**src/rtl/uart_tx_unit.sv**
```systemverilog
// Buffered 8N1 UART transmitter.
// Bytes are queued in a small circular FIFO and serialised LSB first on tx.
// A private 16x-oversampling baud tick generator paces each bit; it is held
// at zero while the FSM is idle, so every bit lasts exactly 16*BAUD_DVSR clk.
module uart_tx_unit #(
  parameter int DBIT      = 8,    // data bits per frame
  parameter int SB_TICK   = 16,   // oversampling ticks in the stop bit
  parameter int BAUD_DVSR = 163,  // clk cycles per oversampling tick
  parameter int FIFO_W    = 2     // FIFO address width, depth = 2**FIFO_W
) (
  input  logic            clk,
  input  logic            reset,    // asynchronous, active low
  input  logic            wr_uart,
  input  logic [DBIT-1:0] w_data,
  output logic            tx_full,
  output logic            tx_busy,
  output logic            tx
);

  localparam int DEPTH = 2 ** FIFO_W;
  localparam int B_W   = (BAUD_DVSR > 1) ? $clog2(BAUD_DVSR) : 1;
  localparam int S_W   = (SB_TICK > 16) ? $clog2(SB_TICK) : 4;
  localparam int N_W   = (DBIT > 1) ? $clog2(DBIT) : 1;

  localparam logic [B_W-1:0] BAUD_LAST = B_W'(BAUD_DVSR - 1);
  localparam logic [S_W-1:0] OS_LAST   = S_W'(15);
  localparam logic [S_W-1:0] SB_LAST   = S_W'(SB_TICK - 1);
  localparam logic [N_W-1:0] DBIT_LAST = N_W'(DBIT - 1);

  typedef enum logic [1:0] {IDLE, START, DATA, STOP} state_e;

  // ---------------------------------------------------------------------------
  // FIFO
  // ---------------------------------------------------------------------------
  logic [DBIT-1:0]   mem [DEPTH];
  logic [FIFO_W-1:0] w_ptr_q, w_ptr_d;
  logic [FIFO_W-1:0] r_ptr_q, r_ptr_d;
  logic [FIFO_W-1:0] w_succ, r_succ;
  logic              full_q, full_d;
  logic              empty_q, empty_d;
  logic              push, pop;

  // FSM state (declared here because the FIFO pop depends on it)
  state_e          state_q, state_d;
  logic [B_W-1:0]  baud_q, baud_d;
  logic [S_W-1:0]  s_q, s_d;
  logic [N_W-1:0]  n_q, n_d;
  logic [DBIT-1:0] shift_q, shift_d;
  logic            tx_q, tx_d;
  logic            tick;

  // A write while full is dropped even if the FSM pops in the same cycle.
  assign push = wr_uart & ~full_q;
  assign pop  = (state_q == IDLE) & ~empty_q;

  // Pointer advance and registered full/empty flag update.
  always_comb begin
    // NOTE: every always_comb output gets a default first, so no path can
    // leave a signal unassigned and infer a latch.
    w_ptr_d = w_ptr_q;
    r_ptr_d = r_ptr_q;
    full_d  = full_q;
    empty_d = empty_q;
    w_succ  = w_ptr_q + FIFO_W'(1);
    r_succ  = r_ptr_q + FIFO_W'(1);
    unique case ({push, pop})
      2'b10: begin
        w_ptr_d = w_succ;
        empty_d = 1'b0;
        full_d  = (w_succ == r_ptr_q);
      end
      2'b01: begin
        r_ptr_d = r_succ;
        full_d  = 1'b0;
        empty_d = (r_succ == w_ptr_q);
      end
      2'b11: begin
        // Occupancy unchanged: neither flag can flip.
        w_ptr_d = w_succ;
        r_ptr_d = r_succ;
      end
      default: ;
    endcase
  end

  // FIFO storage write port.
  // NOTE: the data array is deliberately left out of reset; the pointers and
  // flags define what is valid, and an unreset array maps onto plain RAM.
  always_ff @(posedge clk) begin
    if (push) mem[w_ptr_q] <= w_data;
  end

  // FIFO pointer and flag registers.
  // NOTE: sequential state uses non-blocking assignments so every flop
  // samples pre-edge values regardless of statement order.
  always_ff @(posedge clk or negedge reset) begin
    if (!reset) begin
      w_ptr_q <= '0;
      r_ptr_q <= '0;
      full_q  <= 1'b0;
      empty_q <= 1'b1;
    end else begin
      w_ptr_q <= w_ptr_d;
      r_ptr_q <= r_ptr_d;
      full_q  <= full_d;
      empty_q <= empty_d;
    end
  end

  // ---------------------------------------------------------------------------
  // Baud generator and transmit FSM
  // ---------------------------------------------------------------------------
  assign tick = (baud_q == BAUD_LAST);

  // Next-state, counter and line-level logic of the transmitter.
  always_comb begin
    state_d = state_q;
    s_d     = s_q;
    n_d     = n_q;
    shift_d = shift_q;

    // Baud counter is frozen at zero in IDLE so a new frame starts in phase.
    if (state_q == IDLE)  baud_d = '0;
    else if (tick)        baud_d = '0;
    else                  baud_d = baud_q + B_W'(1);

    unique case (state_q)
      IDLE: begin
        if (!empty_q) begin
          shift_d = mem[r_ptr_q];
          s_d     = '0;
          n_d     = '0;
          state_d = START;
        end
      end
      START: begin
        if (tick) begin
          if (s_q == OS_LAST) begin
            s_d     = '0;
            n_d     = '0;
            state_d = DATA;
          end else begin
            s_d = s_q + S_W'(1);
          end
        end
      end
      DATA: begin
        if (tick) begin
          if (s_q == OS_LAST) begin
            s_d     = '0;
            shift_d = shift_q >> 1;
            if (n_q == DBIT_LAST) state_d = STOP;
            else                  n_d = n_q + N_W'(1);
          end else begin
            s_d = s_q + S_W'(1);
          end
        end
      end
      STOP: begin
        if (tick) begin
          if (s_q == SB_LAST) begin
            s_d     = '0;
            state_d = IDLE;
          end else begin
            s_d = s_q + S_W'(1);
          end
        end
      end
      default: state_d = IDLE;
    endcase

    // tx is registered, so it is derived from the state being entered.
    unique case (state_d)
      START:   tx_d = 1'b0;
      DATA:    tx_d = shift_d[0];
      default: tx_d = 1'b1;
    endcase
  end

  // FSM, counters, shift register and registered line output.
  always_ff @(posedge clk or negedge reset) begin
    if (!reset) begin
      state_q <= IDLE;
      baud_q  <= '0;
      s_q     <= '0;
      n_q     <= '0;
      shift_q <= '0;
      tx_q    <= 1'b1;
    end else begin
      state_q <= state_d;
      baud_q  <= baud_d;
      s_q     <= s_d;
      n_q     <= n_d;
      shift_q <= shift_d;
      tx_q    <= tx_d;
    end
  end

  assign tx      = tx_q;
  assign tx_busy = (state_q != IDLE);
  assign tx_full = full_q;

endmodule

```
**config.mk**
```make
export PLATFORM = sky130hd
export DESIGN_NAME = uart_tx_unit
export DESIGN_NICKNAME = d
export VERILOG_FILES = /design/src/rtl/uart_tx_unit.sv
export SDC_FILE = /design/constraint.sdc
export NUM_CORES = 1
export LEC_CHECK = 0
export ABC_AREA = 1
export BUFFER_PORTS_ARGS = -buffer_cell sky130_fd_sc_hd__buf_2
export CORE_ASPECT_RATIO = 0.8
export CORE_MARGIN = 1.5
export CORE_UTILIZATION = 45
export CTS_CLUSTER_DIAMETER = 150
export DETAILED_ROUTE_END_ITERATION = 16
export GPL_ROUTABILITY_DRIVEN = 0
export GPL_TIMING_DRIVEN = 0
export PLACE_DENSITY = 0.71
export SETUP_SLACK_MARGIN = 0.05
export SYNTH_ARGS = -nofsm -noshare
export SYNTH_HDL_FRONTEND = slang
export SYNTH_SLANG_ARGS = --single-unit
```
**constraint.sdc**
```tcl
create_clock -name clk -period 3.35 [get_ports clk]
set_input_delay 0.335 -clock clk [delete_from_list [all_inputs] [get_ports clk]]
set_output_delay 0.335 -clock clk [all_outputs]
set_load 0.02 [all_outputs]
```
==> impl_metrics.py <==
metrics = {
    "clock_tree": {
        "cts-root-buf": "clkbuf_8",
        "cts.path.max_buffers": 2,
        "clk_pin_slew_ns": 0.07,
        "post_cts_buffers": 0,
        "htreeDepth": 3,
        "cts.sinks": 64,
        "worstSkewPairLatency_ns": 0.34,
        "cts_tree": "built",
        "cts_buffers": 9,
        "cts_hold_buf": 0,
        "post_cts_resized": 0,
    },
    "place": {
        "io_buffers": 13,
        "hpwlAfterDp_um": 3770,
        "place_area_mm2": 0.00318,
    },
    "die": {
        "start_util": 0.469,
        "pin_count": 14,
        "dieWidth_um": 94.4,
        "rows": 26,
        "core_area_mm2": 0.00641,
        "die_area_mm2": 0.00718,
        "die_h_um": 76.1,
    },
    "layout": {
        "syn_to_final_growth_pct": 13.2,
        "final_area_mm2": 0.00340,
        "fin_nets": 340,
        "num_antenna_cells": 0,
        "drive_gt1_frac": 0.188,
        "nFillCells": 549,
    },
    "critical_path": {
        "crit_path_end": "tx_full",
        "arrival_ns": 2.03,
        "crit_type": "reg -> reg",
        "reg2reg_slack_ns": 1.57,
        "cp.required_ns": 3.60,
        "worst_setup_path_start_kind": "register",
        "cp_max_fo": 10,
        "timing.critical_path.from": "state_q[0]",
        "reg2reg_to": "tx_full",
        "end_kind": "register",
        "r2r-start": "state_q[0]",
        "rr_worst_depth": 8,
    },
    "route": {
        "post_drt_via_cell_ratio": 5.05,
        "drt_iter0_drc": 149,
        "num_vias": 2061,
        "drt-total-wl_um": 5410,
        "dr.pass1.iters": 4,
        "wl_per_cell_um": 13.2,
        "drc_errors": 0,
        "ant_nets": 0,
    },
    "global_routing": {
        "antenna_found_initial": 0,
        "grt_first_pass_wirelength_um": 9350,
        "grt_usage": 0.173,
        "grt_max_degree": 33,
        "overflow": 0,
        "first_global_vias": 1966,
    },
    "timing": {
        "final_hold_viol_count": 0,
        "maxSlewHeadroom": 0.453,
        "finalSetupTns_ns": 0,
        "drv_slew": 0,
        "finalCriticalPeriod_ns": 1.78,
        "finalSetupViolCount": 0,
        "finalCritPeriodShare": 0.531,
        "max_freq_mhz": 562,
        "worst_pin_slew_ns": 0.818,
        "clock_skew_ns": 0.00502,
        "rsz0062_at_grt": "false",
    },
    "synth": {
        "synth_area_leaders": "edfxtp_1, dfrtp_1, nand2_1",
        "syn-instance-count": 295,
        "synth_top_area_share": 0.320,
        "ys.warnings.count": 0,
        "yosysUniqueCellTypes": 34,
        "synth_edf_count": 32,
        "ys_top_cells_by_count": "nand2_1, nor2_1, edfxtp_1, dfrtp_1, o21ai_0",
        "async_flop_share": 0.500,
        "yosys.area.top_type": "edfxtp_1",
        "ys.flop_type": "edfxtp_1",
        "yosysMostFrequentCell": "nand2_1",
        "seq_area_frac_synth": 0.587,
        "synth_seq_cells": 64,
        "syn_nets": 316,
        "netlist_area_mm2": 0.00301,
        "synth_area_per_cell_um2": 10.2,
    },
    "min_path": {
        "holdCritPathClass": "in -> async",
    },
    "power": {
        "power_density_mw_per_mm2": 465,
        "p_leak_nw": 1.46,
        "peakVddDrop_v": 0.000257,
    },
    "run": {
        "drv_cap": 0,
    },
    "status": {
        "run_status": "completed",
    },
}
-- critical path: stages (launching register included) --
cell,delay (ns)
dfrtp_1,0.45
inv_2,0.15
nand2_4,0.10
nor2_2,0.18
buf_2,0.25
ha_1,0.26
inv_1,0.10
o2111ai_1,0.11
o21ai_0,0.10
-- power breakdown --
group / switching, W / internal, W / total [W] / leakage (nW)
combinational: 0.0000122 / 0.00000420 / 0.0000164 / 0.640
sequential: 0 / 0.000826 / 0.000826 / 0.712
clock: 0.000315 / 0.000426 / 0.000741 / 0.110
total: 0.000327 / 0.00126 / 0.00158 / 1.46
-- through the flow --
stage                     setup WS (ns)  instances  total power (W)  hold slack (ns)   util
after floorplan                    1.76        295         0.000843           0.0394      -
after global placement             1.58        392         0.000859            0.438  0.496
after detailed placement           1.58        392         0.000860            0.439  0.496
after CTS                          1.56        408          0.00160           0.0629  0.531
after global routing               1.42        408          0.00164           0.0919  0.531
final                              1.57        408          0.00158           0.0503  0.531
-- layer usage --
layer | part of all wire | track usage
met2 | 0.44 | 0.239
met5 | 0 | 0
met3 | 0.038 | 0.0509
met4 | 0.013 | 0.0866
met1 | 0.51 | 0.245
-- cells in the final DEF, fill, tap and decap left out, types with 2 or more instances in the layout --
| cell type | instances |
|---|---|
| a21oi_1 | 6 |
| buf_2 | 17 |
| buf_6 | 2 |
| bufinv_16 | 2 |
| clkbuf_8 | 9 |
| clkinv_4 | 3 |
| dfrtp_1 | 30 |
| dfstp_2 | 2 |
| edfxtp_1 | 32 |
| ha_1 | 10 |
| inv_1 | 24 |
| inv_2 | 6 |
| inv_6 | 2 |
| nand2_1 | 53 |
| nand3_1 | 20 |
| nand3_2 | 2 |
| nand4_1 | 8 |
| nand4_2 | 3 |
| nor2_1 | 33 |
| nor2_2 | 3 |
| nor2_4 | 2 |
| nor3_1 | 2 |
| o21ai_0 | 25 |
| o22ai_1 | 8 |
| xor2_1 | 7 |
-- cell type report --
type	count	area (um^2)	area share
clock inverter	7	103	0.0301
inverter	31	121	0.0357
sequential	64	1760	0.518
buffer	8	53.8	0.0158
tap	84	105	0.0309
multi-input combinational	192	1070	0.314
clock buffer	9	124	0.0364
timing repair buffer	13	65.1	0.0191
-- how the worst min path moves through the flow --
stage,cells past startpoint,slack (ns),end,startpoint
detailed placement,1,0.44,s_q[0],reset
global placement,1,0.44,s_q[0],reset
global route,1,0.09,baud_q[3],reset
floorplan,0,0.04,baud_q[0],reset
finish,1,0.05,shift_q[5],reset
CTS,1,0.06,s_q[0],reset
-- state kept, by name (all words and copies together), names as in the netlist --
| name | cells |
|---|---|
| shift_q | 8 |
| empty_q | 1 |
| w_ptr_q | 2 |
| s_q | 4 |
| mem | 32 |
| r_ptr_q | 2 |
| tx | 1 |
| tx_full | 1 |
| n_q | 3 |
| state_q | 2 |
| baud_q | 8 |
-- cells by family (layout without fill, tap and decap cells) --
kind of cell               after synthesis  count (layout)  share of synthesized area
buffers and inverters                   39              68                     0.0583
adders and majority gates               10              10                     0.0416
AOI/OAI and AO/OA                       44              44                     0.0824
DFF                                     64              64                      0.587
and+or+nand+nor                        131             131                      0.211
xor gates and xnor gates                 7               7                     0.0204
Note: power is estimated with default switching activity, not from simulation.
